$ cat config.mk
export PLATFORM = sky130hd
export DESIGN_NAME = key_debounce
export DESIGN_NICKNAME = d
export VERILOG_FILES = /design/src/rtl/key_debounce.sv
export SDC_FILE = /design/constraint.sdc
export NUM_CORES = 1
export LEC_CHECK = 0
export CAP_MARGIN = 20
export CORE_MARGIN = 2
export CORE_UTILIZATION = 54
export DETAILED_ROUTE_END_ITERATION = 12
export PLACE_DENSITY = 0.86
export SYNTH_ARGS = -nofsm -noshare
export SYNTH_HDL_FRONTEND = slang
export SYNTH_SLANG_ARGS = --single-unit
$ cat constraint.sdc
create_clock -name clk50m_i -period 2.2 [get_ports clk50m_i]
set_clock_uncertainty 0.15 [all_clocks]
set_input_delay 0.22 -clock clk50m_i [delete_from_list [all_inputs] [get_ports clk50m_i]]
set_output_delay 0.22 -clock clk50m_i [all_outputs]
set_load 0.02 [all_outputs]
$ cat src/rtl/key_debounce.sv
// key_debounce
//   Debounces four active-low board keys, produces a debounced active-high
//   level, one-cycle press/release pulses and (optionally) a small event
//   FIFO describing the accepted edges in the order they were seen.
//
//   Build option: define KEY_EVENT_FIFO_EN to include the pend logic, the
//   event FIFO and the overflow flag. Without it those outputs are tied low
//   and evt_ready_i is ignored.
//
// Parameters
//   DEBOUNCE_CYCLES  consecutive stable samples to accept a change (2..2^24)
//   FIFO_DEPTH       event FIFO depth, power of two (2..16)
//
// Ports
//   clk50m_i       system clock, rising edge
//   rst_n_i        asynchronous active-low reset
//   key_i[3:0]     raw keys, 0 = pressed
//   key_state_o    debounced level, 1 = pressed
//   key_press_o    one-cycle pulse on accepted press
//   key_release_o  one-cycle pulse on accepted release
//   evt_valid_o    FIFO head holds an event
//   evt_ready_i    consumer takes the head event
//   evt_key_o      head event key index
//   evt_press_o    head event type, 1 = press
//   ovf_o          sticky: at least one event was lost
module key_debounce #(
  parameter int unsigned DEBOUNCE_CYCLES = 1000000,
  parameter int unsigned FIFO_DEPTH      = 4
) (
  input  logic       clk50m_i,
  input  logic       rst_n_i,
  input  logic [3:0] key_i,
  output logic [3:0] key_state_o,
  output logic [3:0] key_press_o,
  output logic [3:0] key_release_o,
  output logic       evt_valid_o,
  input  logic       evt_ready_i,
  output logic [1:0] evt_key_o,
  output logic       evt_press_o,
  output logic       ovf_o
);

  localparam int CNT_W = $clog2(DEBOUNCE_CYCLES);
  localparam logic [CNT_W-1:0] CNT_MAX = CNT_W'(DEBOUNCE_CYCLES - 1);

  logic [3:0]       sync_q1;
  logic [3:0]       sync_q2;
  logic [3:0]       sample;
  logic [CNT_W-1:0] cnt_q [4];
  logic [3:0]       toggle;

  // Keys idle high; synchronizer resets to "released" so that a key held
  // through reset is seen as a fresh press afterwards.
  assign sample = ~sync_q2;

  // toggle[k] is the cycle in which the level change is accepted; it also
  // feeds the pend logic so the event is recorded alongside the pulse.
  always_comb begin
    toggle = '0;
    for (int k = 0; k < 4; k++) begin
      toggle[k] = (sample[k] != key_state_o[k]) && (cnt_q[k] == CNT_MAX);
    end
  end

  always_ff @(posedge clk50m_i or negedge rst_n_i) begin
    if (!rst_n_i) begin
      sync_q1       <= '1;
      sync_q2       <= '1;
      key_state_o   <= '0;
      key_press_o   <= '0;
      key_release_o <= '0;
      for (int k = 0; k < 4; k++) begin
        cnt_q[k] <= '0;
      end
    end else begin
      sync_q1       <= key_i;
      sync_q2       <= sync_q1;
      key_state_o   <= key_state_o ^ toggle;
      key_press_o   <= toggle & ~key_state_o;
      key_release_o <= toggle & key_state_o;
      for (int k = 0; k < 4; k++) begin
        if ((sample[k] == key_state_o[k]) || toggle[k]) begin
          cnt_q[k] <= '0;
        end else begin
          cnt_q[k] <= cnt_q[k] + 1'b1;
        end
      end
    end
  end

`ifdef KEY_EVENT_FIFO_EN

  localparam int AW = $clog2(FIFO_DEPTH);

  logic [3:0]    pend_q;
  logic [3:0]    ptype_q;
  logic          ovf_q;
  logic [1:0]    mem_key   [FIFO_DEPTH];
  logic          mem_press [FIFO_DEPTH];
  logic [AW-1:0] wr_ptr_q;
  logic [AW-1:0] rd_ptr_q;
  logic [AW:0]   count_q;

  logic          fifo_full;
  logic          do_pop;
  logic          do_push;
  logic          sel_valid;
  logic [1:0]    sel_key;
  logic [3:0]    push_mask;

  // Lowest-index pending key wins; descending loop so the last hit is key 0.
  always_comb begin
    sel_valid = 1'b0;
    sel_key   = 2'd0;
    for (int k = 3; k >= 0; k--) begin
      if (pend_q[k]) begin
        sel_valid = 1'b1;
        sel_key   = 2'(k);
      end
    end
  end

  assign fifo_full = (count_q == (AW+1)'(FIFO_DEPTH));
  assign do_pop    = evt_valid_o && evt_ready_i;
  // A pop frees the slot in the same cycle, so a full FIFO can still accept.
  assign do_push   = sel_valid && (!fifo_full || do_pop);
  assign push_mask = do_push ? (4'b0001 << sel_key) : 4'b0000;

  always_ff @(posedge clk50m_i or negedge rst_n_i) begin
    if (!rst_n_i) begin
      pend_q   <= '0;
      ptype_q  <= '0;
      ovf_q    <= 1'b0;
      wr_ptr_q <= '0;
      rd_ptr_q <= '0;
      count_q  <= '0;
      for (int i = 0; i < FIFO_DEPTH; i++) begin
        mem_key[i]   <= 2'd0;
        mem_press[i] <= 1'b0;
      end
    end else begin
      pend_q <= (pend_q & ~push_mask) | toggle;
      for (int k = 0; k < 4; k++) begin
        if (toggle[k]) begin
          ptype_q[k] <= ~key_state_o[k];
        end
      end
      // An older event is only lost if it is not leaving this very cycle.
      if (|(toggle & pend_q & ~push_mask)) begin
        ovf_q <= 1'b1;
      end
      if (do_push) begin
        mem_key[wr_ptr_q]   <= sel_key;
        mem_press[wr_ptr_q] <= ptype_q[sel_key];
        wr_ptr_q            <= wr_ptr_q + 1'b1;
      end
      if (do_pop) begin
        rd_ptr_q <= rd_ptr_q + 1'b1;
      end
      case ({do_push, do_pop})
        2'b10:   count_q <= count_q + 1'b1;
        2'b01:   count_q <= count_q - 1'b1;
        default: count_q <= count_q;
      endcase
    end
  end

  assign evt_valid_o = (count_q != '0);
  assign evt_key_o   = evt_valid_o ? mem_key[rd_ptr_q] : 2'd0;
  assign evt_press_o = evt_valid_o ? mem_press[rd_ptr_q] : 1'b0;
  assign ovf_o       = ovf_q;

`else

  logic unused_evt_ready;

  assign unused_evt_ready = evt_ready_i;
  assign evt_valid_o      = 1'b0;
  assign evt_key_o        = 2'd0;
  assign evt_press_o      = 1'b0;
  assign ovf_o            = 1'b0;

`endif

endmodule

==> impl_results.md <==
* Status: completed
* Synth area leaders: dfrtp_1 49%, xnor2_1 7.4%, nor2_1 5.7%, dfstp_2 4.5%, ha_1 3.2%
* Critical path fanouts, max at 6
* Launching point of the worst reg2reg path: cnt_q[40]$_DFF_PN0_
* CTS Buffer Depth at 2
* CP Class: flop to flop
* CTS sink cnt at 100
* Post-synthesis sequential area ratio at 0.532
* Max cap viols at 0
* Non-filler instance count after layout at 609
* Wire length per cell at 14.6 um
* Synth cell types at 39
* N_diodes at 0
* # setup viols final at 0
* Initial antenna violation count at 0
* Total Neg Setup Slack at 0 ns
* Reg-to-Reg End: cnt_q[56]$_DFF_PN0_
* Routed length on met3 at 302 um
* Synth async-reset ratio at 1.00
* Die Y-Extent at 97.5 um
* Top cells by count, synth: 92 x dfrtp_1, 72 x nor2_1, 40 x xnor2_1, 29 x inv_1, 23 x nand3_1
* Drc violations at 0
* Placed instance count at 591
* Cell with the most instances after synthesis: dfrtp_1
* Die area at ~9500 um2
* Top cell type's share of synthesized area at 0.488
* Grt total ovfl at 0
* Netlist Area Pre-Place at 4720 um2
* Final wirelength at 8.86 mm
* PD cells at 616 nW/um2
* Root Driver: clkbuf_8
* Power share of the combinational group at 0.041
* Num rows at 34
* H-Tree Depth at 3
* FMAX at approximately 480 MHz
* Number of vias per cell at 5.69
* CTS tree: yes
* Final ANT Viol Nets at 0
* Area growth, synth to finish at 13.1%
* Placed Area at 5070 um2
* Pwr Total at around 0.0033 W
* Hpwl dp at between 5 and 6 mm
* Syn Inst Count at 465
* R2r setup slk at 0.11 ns
* Slew Limit Fails at 0
* Worst slew margin at 0.638
* Hold Vio Cnt, Final at 0
* Worst vdd ir at approximately 0.27 mV
* DR vias at 3467
* Switching share of power at 0.224
* Vias in the first global route at 3430
* Post-synth top area cell: dfrtp_1
* Pin slew with the least headroom to its limit at 0.543 ns
* Post-synth EDFFs at 0
* Seq cells post-synth at 100
* Seq pwr share at 0.574
* Reg2Reg Depth at 5
* I/O pin cnt at 24
* Internal power at roughly 0.0026 W
* Crit path from: cnt_q[40]$_DFF_PN0_
* FILL cells at 669
* Worst Setup EP: cnt_q[56]$_DFF_PN0_
* Crit path DAT at between 2 and 2.5 ns
* Total net switching power at 0.000737 W
* Initial core utilization at 0.549
* Leakage at 2.20 nW
* Core Region at roughly 8600 um2
* Ys flop type: dfrtp_1
* DR top layer: met4
* Die Wd at slightly below 100 um
* Drt pass-1 iters at 6
* Critical Path End Type: flop
* Yosys warns at 0
* First DRT Iteration DRCs at about 260
* GRT Util Overall at 0.196
* Met2 WL at 4.38 mm
* CP Data Required Time at roughly 2.3 ns
* Layout cells sized above 1 at 0.110
* Design Area, Final at 5340 um2
* Final Critical Period at ~2.1 ns
* Synthesized area per cell at 10.1 um2
* Final worst-path cycle share at 0.950
* Worst hold-check path type: input port to flop
* Largest net degree at the start of global routing at 101
* Clock slew at reported path FFs at 0.10 ns
* Clock power frac at 0.385
* Total CTS buffers at 9
* Met1 WL at ~4 mm
* First-pass GRT wire length at 15.4 mm
* Element type at the critical path start: flop
* Clk_lat worst skew at ~0.36 ns
* Gp weighted congestion at approximately 0.83
* I/O Buffers at 17
* Fin nets at 515
[sequential cells by signal, summed over array words and instances (netlist names)]
name,flops
cnt_q,80
key_press_o,4
key_release_o,4
key_state_o,4
sync_q1,4
sync_q2,4
[through the flow]
step	util	hold WS [ns]	setup WS [ns]
after detailed placement	0.590	0.170	-0.0125
after global placement	0.590	0.168	0.0734
after floorplan	-	-0.226	0.0832
after CTS	0.616	0.0903	0.0329
after global routing	0.621	0.0874	-0.0185
final	0.621	0.0975	0.111
[cells by family (layout without fill, tap and decap cells)]
logic type | count (synthesis) | count (layout) | share of synthesized area
AO/OA/AOI/OAI | 45 | 45 | 0.0570
AND/OR/NAND/NOR | 207 | 207 | 0.236
other | 1 | 5 | 0.000795
buffers and inverters | 45 | 77 | 0.0403
adder cells (fa/ha/maj) | 12 | 12 | 0.0318
XOR/XNOR | 55 | 55 | 0.102
flip-flops | 100 | 100 | 0.532
[routing by layer]
metal,GRT usage,up-vias
met2,0.316,78
met4,0.0791,0
met5,0,-
li1,-,1665
met1,0.257,1701
met3,0.0446,23
[what timing repair did]
item	in CTS	in global routing
pin swaps	0	1
gates resized for setup	1	7
endpoints found under the setup margin	2	29
buffers inserted	0	1
hold buffers	1	0
endpoints found under the hold margin	92	0
[worst max-delay path, cell delays in order, from the launching register on]
cell and delay (ns):
dfrtp_1 0.40, ha_4 0.16, nand3_2 0.09, or4_4 0.56, or3_2 0.49, a21oi_2 0.16
[how the worst min path moves through the flow]
stage	slack, ns	end	depth (start not counted)	start
global route	0.09	sync_q1[0]$_DFF_PN1_	1	key_i[0]
CTS	0.09	sync_q1[0]$_DFF_PN1_	1	key_i[0]
detailed placement	0.17	key_release_o[0]$_DFF_PN0_	2	rst_n_i
finish	0.1	sync_q1[0]$_DFF_PN1_	1	key_i[0]
floorplan	-0.23	cnt_q[0]$_DFF_PN0_	0	rst_n_i
global placement	0.17	key_press_o[0]$_DFF_PN0_	2	rst_n_i
[final cells by class]
| type | count | area (um2) | area share |
|---|---|---|---|
| clock buffers | 10 | 128 | 0.0239 |
| clock inverters | 6 | 86.3 | 0.0162 |
| multi-input cells | 324 | 2070 | 0.388 |
| inverters | 29 | 109 | 0.0204 |
| repair buffers | 32 | 295 | 0.0553 |
| well taps | 108 | 135 | 0.0253 |
| flip-flops and latches | 100 | 2510 | 0.470 |
[power by group through the flow]
stage	sequential, W	combinational [W]	clock, W
2_1_floorplan	0.00192	0.0000681	0
3_3_place_gp	0.00192	0.000124	0
3_5_place_dp	0.00192	0.000128	0
4_1_cts	0.00189	0.000130	0.00128
5_1_grt	0.00189	0.000155	0.00138
6_report	0.00189	0.000133	0.00127
[cells in the final DEF, fill, tap and decap left out, drive strengths merged, types with 3 or more instances in the layout]
cell type,netlist,layout
nor4,11,11
o21ai,11,11
clkdlybuf4s50,0,16
clkbuf,9,10
dfstp,8,8
nand4,19,19
a21oi,21,21
xor2,15,15
and3,5,5
buf,7,15
ha,12,12
xnor2,40,40
nand2,19,19
nor4b,6,6
nor3,15,15
nor2,72,72
or3,9,9
conb,1,5
or4b,4,4
and4,4,4
inv,29,30
or4,11,11
nand3,25,25
dfrtp,92,92
o31ai,6,6
a31o,3,3
No activity file was read; power rests on OpenSTA's default activity.
==> edit: new RTL, same settings <==
The option `KEY_EVENT_FIFO_EN` is turned on by a define.
--- a/src/rtl/key_debounce.sv
+++ b/src/rtl/key_debounce.sv
@@ -23,6 +23,8 @@
 //   evt_key_o      head event key index
 //   evt_press_o    head event type, 1 = press
 //   ovf_o          sticky: at least one event was lost
+`define KEY_EVENT_FIFO_EN
+
 module key_debounce #(
   parameter int unsigned DEBOUNCE_CYCLES = 1000000,
   parameter int unsigned FIFO_DEPTH      = 4
Function: same outputs for any inputs over 10 cycles, from zero or initial values and one cycle with rst_n_i low; that may be too few to reach the edited logic, so the function may still have changed.
==> edit against the original RTL <==
- area after synthesis is 27% higher
- global-route usage is 2.7 points higher
- first-iteration DRC count is 9.8% lower
- wire length is 34% higher
- clock power is 94% higher
- via count is 24% higher
- setup slack worse by 0.11 ns
- register-to-register slack worse by 0.07 ns
- critical endpoint is now evt_valid_o
- total power is 72% higher
- sequential cell count is 28 higher
- cell area is 33% higher
- hold slack worse by 0.076 ns
==> edit: results (changes against the original RTL) <==
| Metric | Value |
|---|---|
| Synth Area in Adders | `3.90% (was 3.18%)` |
| Status | `finished, final reports clean (unchanged)` |
| PortBufs | `23 (was 17)` |
| Post-DP Area | `6450 um^2 (was 5070 um^2)` |
| Vias/cell | `5.55 (was 5.69)` |
| RR Endpoint | `count_q[2] (was cnt_q[56])` |
| Final Net Count | `648 (was 515)` |
| Sequential area share after synthesis | `53.8% (was 53.2%)` |
| Commonest cells in the synthesized netlist | `dfrtp_1, nor2_1, xor2_1, nand2_1, xnor2_1 (was dfrtp_1, nor2_1, xnor2_1, inv_1, nand3_1)` |
| Distinct cells, synth | `45 (was 39)` |
| Worst reg2reg startpoint | `count_q[0] (was cnt_q[40])` |
| Clk pin slew, worst setup/hold paths | `0.06 ns (was 0.10 ns)` |
| Crit path max fanout | `4 (was 6)` |
| Peak supply drop | `562 uV (was 270 uV)` |
| Clk Latency, worst-skew pair | `0.53 ns (was 0.36 ns)` |
| Worst path arrival time | `1.83 ns (was 2.23 ns)` |
| Max-slew headroom | `61.6% (was 63.8%)` |
| Placed Cells | `735 (was 591)` |
| Reg2Reg Setup Slack | `0.04 ns (was 0.11 ns)` |
| Iter 0 DRT Violations | `231 (was 256)` |
| # fillers | `758 (was 669)` |
| First-pass GRT wire length | `20.2 mm (was 15.4 mm)` |
| CTS Buf Count | `17 (was 9)` |
| H-tree Lvls | `4 (was 3)` |
| Hold/Removal Path Class | `input pin to asynchronous set/reset pin (was input pin to flip-flop)` |
edit: cell count changes in the layout (fill, tap and decap cells not counted), moves of 8 or more:
| cell | before | now |
|---|---|---|
| a21oi_1 | 20 | 1 |
| buf_4 | 14 | 22 |
| clkbuf_16 | 0 | 16 |
| clkbuf_8 | 9 | 1 |
| dfrtp_1 | 92 | 118 |
| mux2_2 | 0 | 8 |
| nand2_1 | 19 | 40 |
| nor2_1 | 72 | 105 |
| or4_1 | 10 | 0 |
| xor2_1 | 15 | 45 |
edit: cells by family (layout without fill, tap and decap cells):
logic type | count (synthesis) | after routing
simple gates | 261 | 261
flops | 128 | 128
xor+xnor | 82 | 82
buf+inv | 38 | 107
compound gates | 28 | 28
fa+ha+maj | 18 | 18
mux | 12 | 12
edit: metrics by stage:
step,util [%],setup slack [ns]
6_report,65.4,0.00313
5_1_grt,65.4,-0.0781
4_1_cts,64.9,-0.0204
3_5_place_dp,59.5,-0.230
3_3_place_gp,59.5,-0.0321
2_1_floorplan,-,0.0242
edit: layer usage:
layer	vias to the layer above	GRT usage [%]
li1	2027	-
met1	2127	25.9
met2	113	38.6
met3	36	6.22
met4	0	9.76
met5	-	0
edit: worst max-delay path by stage:
stage | start | slack, ns | to | cells after the start
after global placement | evt_ready_i | -0.03 | count_q[2] | 10
after CTS | count_q[1] | -0.02 | evt_valid_o | 3
after global routing | count_q[0] | -0.08 | count_q[2] | 9
after floorplan | count_q[1] | 0.02 | count_q[2] | 9
final | count_q[1] | 0.003 | evt_valid_o | 3
after detailed placement | evt_ready_i | -0.23 | count_q[2] | 10
edit: power groups by stage:
stage	Sequential (mW)	Clock [mW]	Combinational, mW
after floorplan	2.57	0	0.372
after global placement	2.60	0	0.532
after detailed placement	2.62	0	0.570
after CTS	2.58	2.49	0.575
after global routing	2.60	2.59	0.680
final	2.58	2.46	0.609
edit: cell type report:
type,instances,share of cell area (%)
sequential,128,45.3
multi-input combinational,401,37.2
timing repair buffer,49,6.12
clock buffer,17,5.84
tap,140,2.47
clock inverter,15,1.66
inverter,26,1.38
edit: timing repair:
item,4_1_cts,5_1_grt
endpoints found under the setup margin,5,28
setup buffers,1,3
resized for setup,16,8
pin swaps,0,4
hold buffers,5,0
hold endpoints to repair,126,0
edit: critical path, stage by stage (launching register included):
cell,delay (ns)
dfrtp_1,0.43
or3_1,0.40
buf_4,0.16
dlygate4sd2_1,0.31
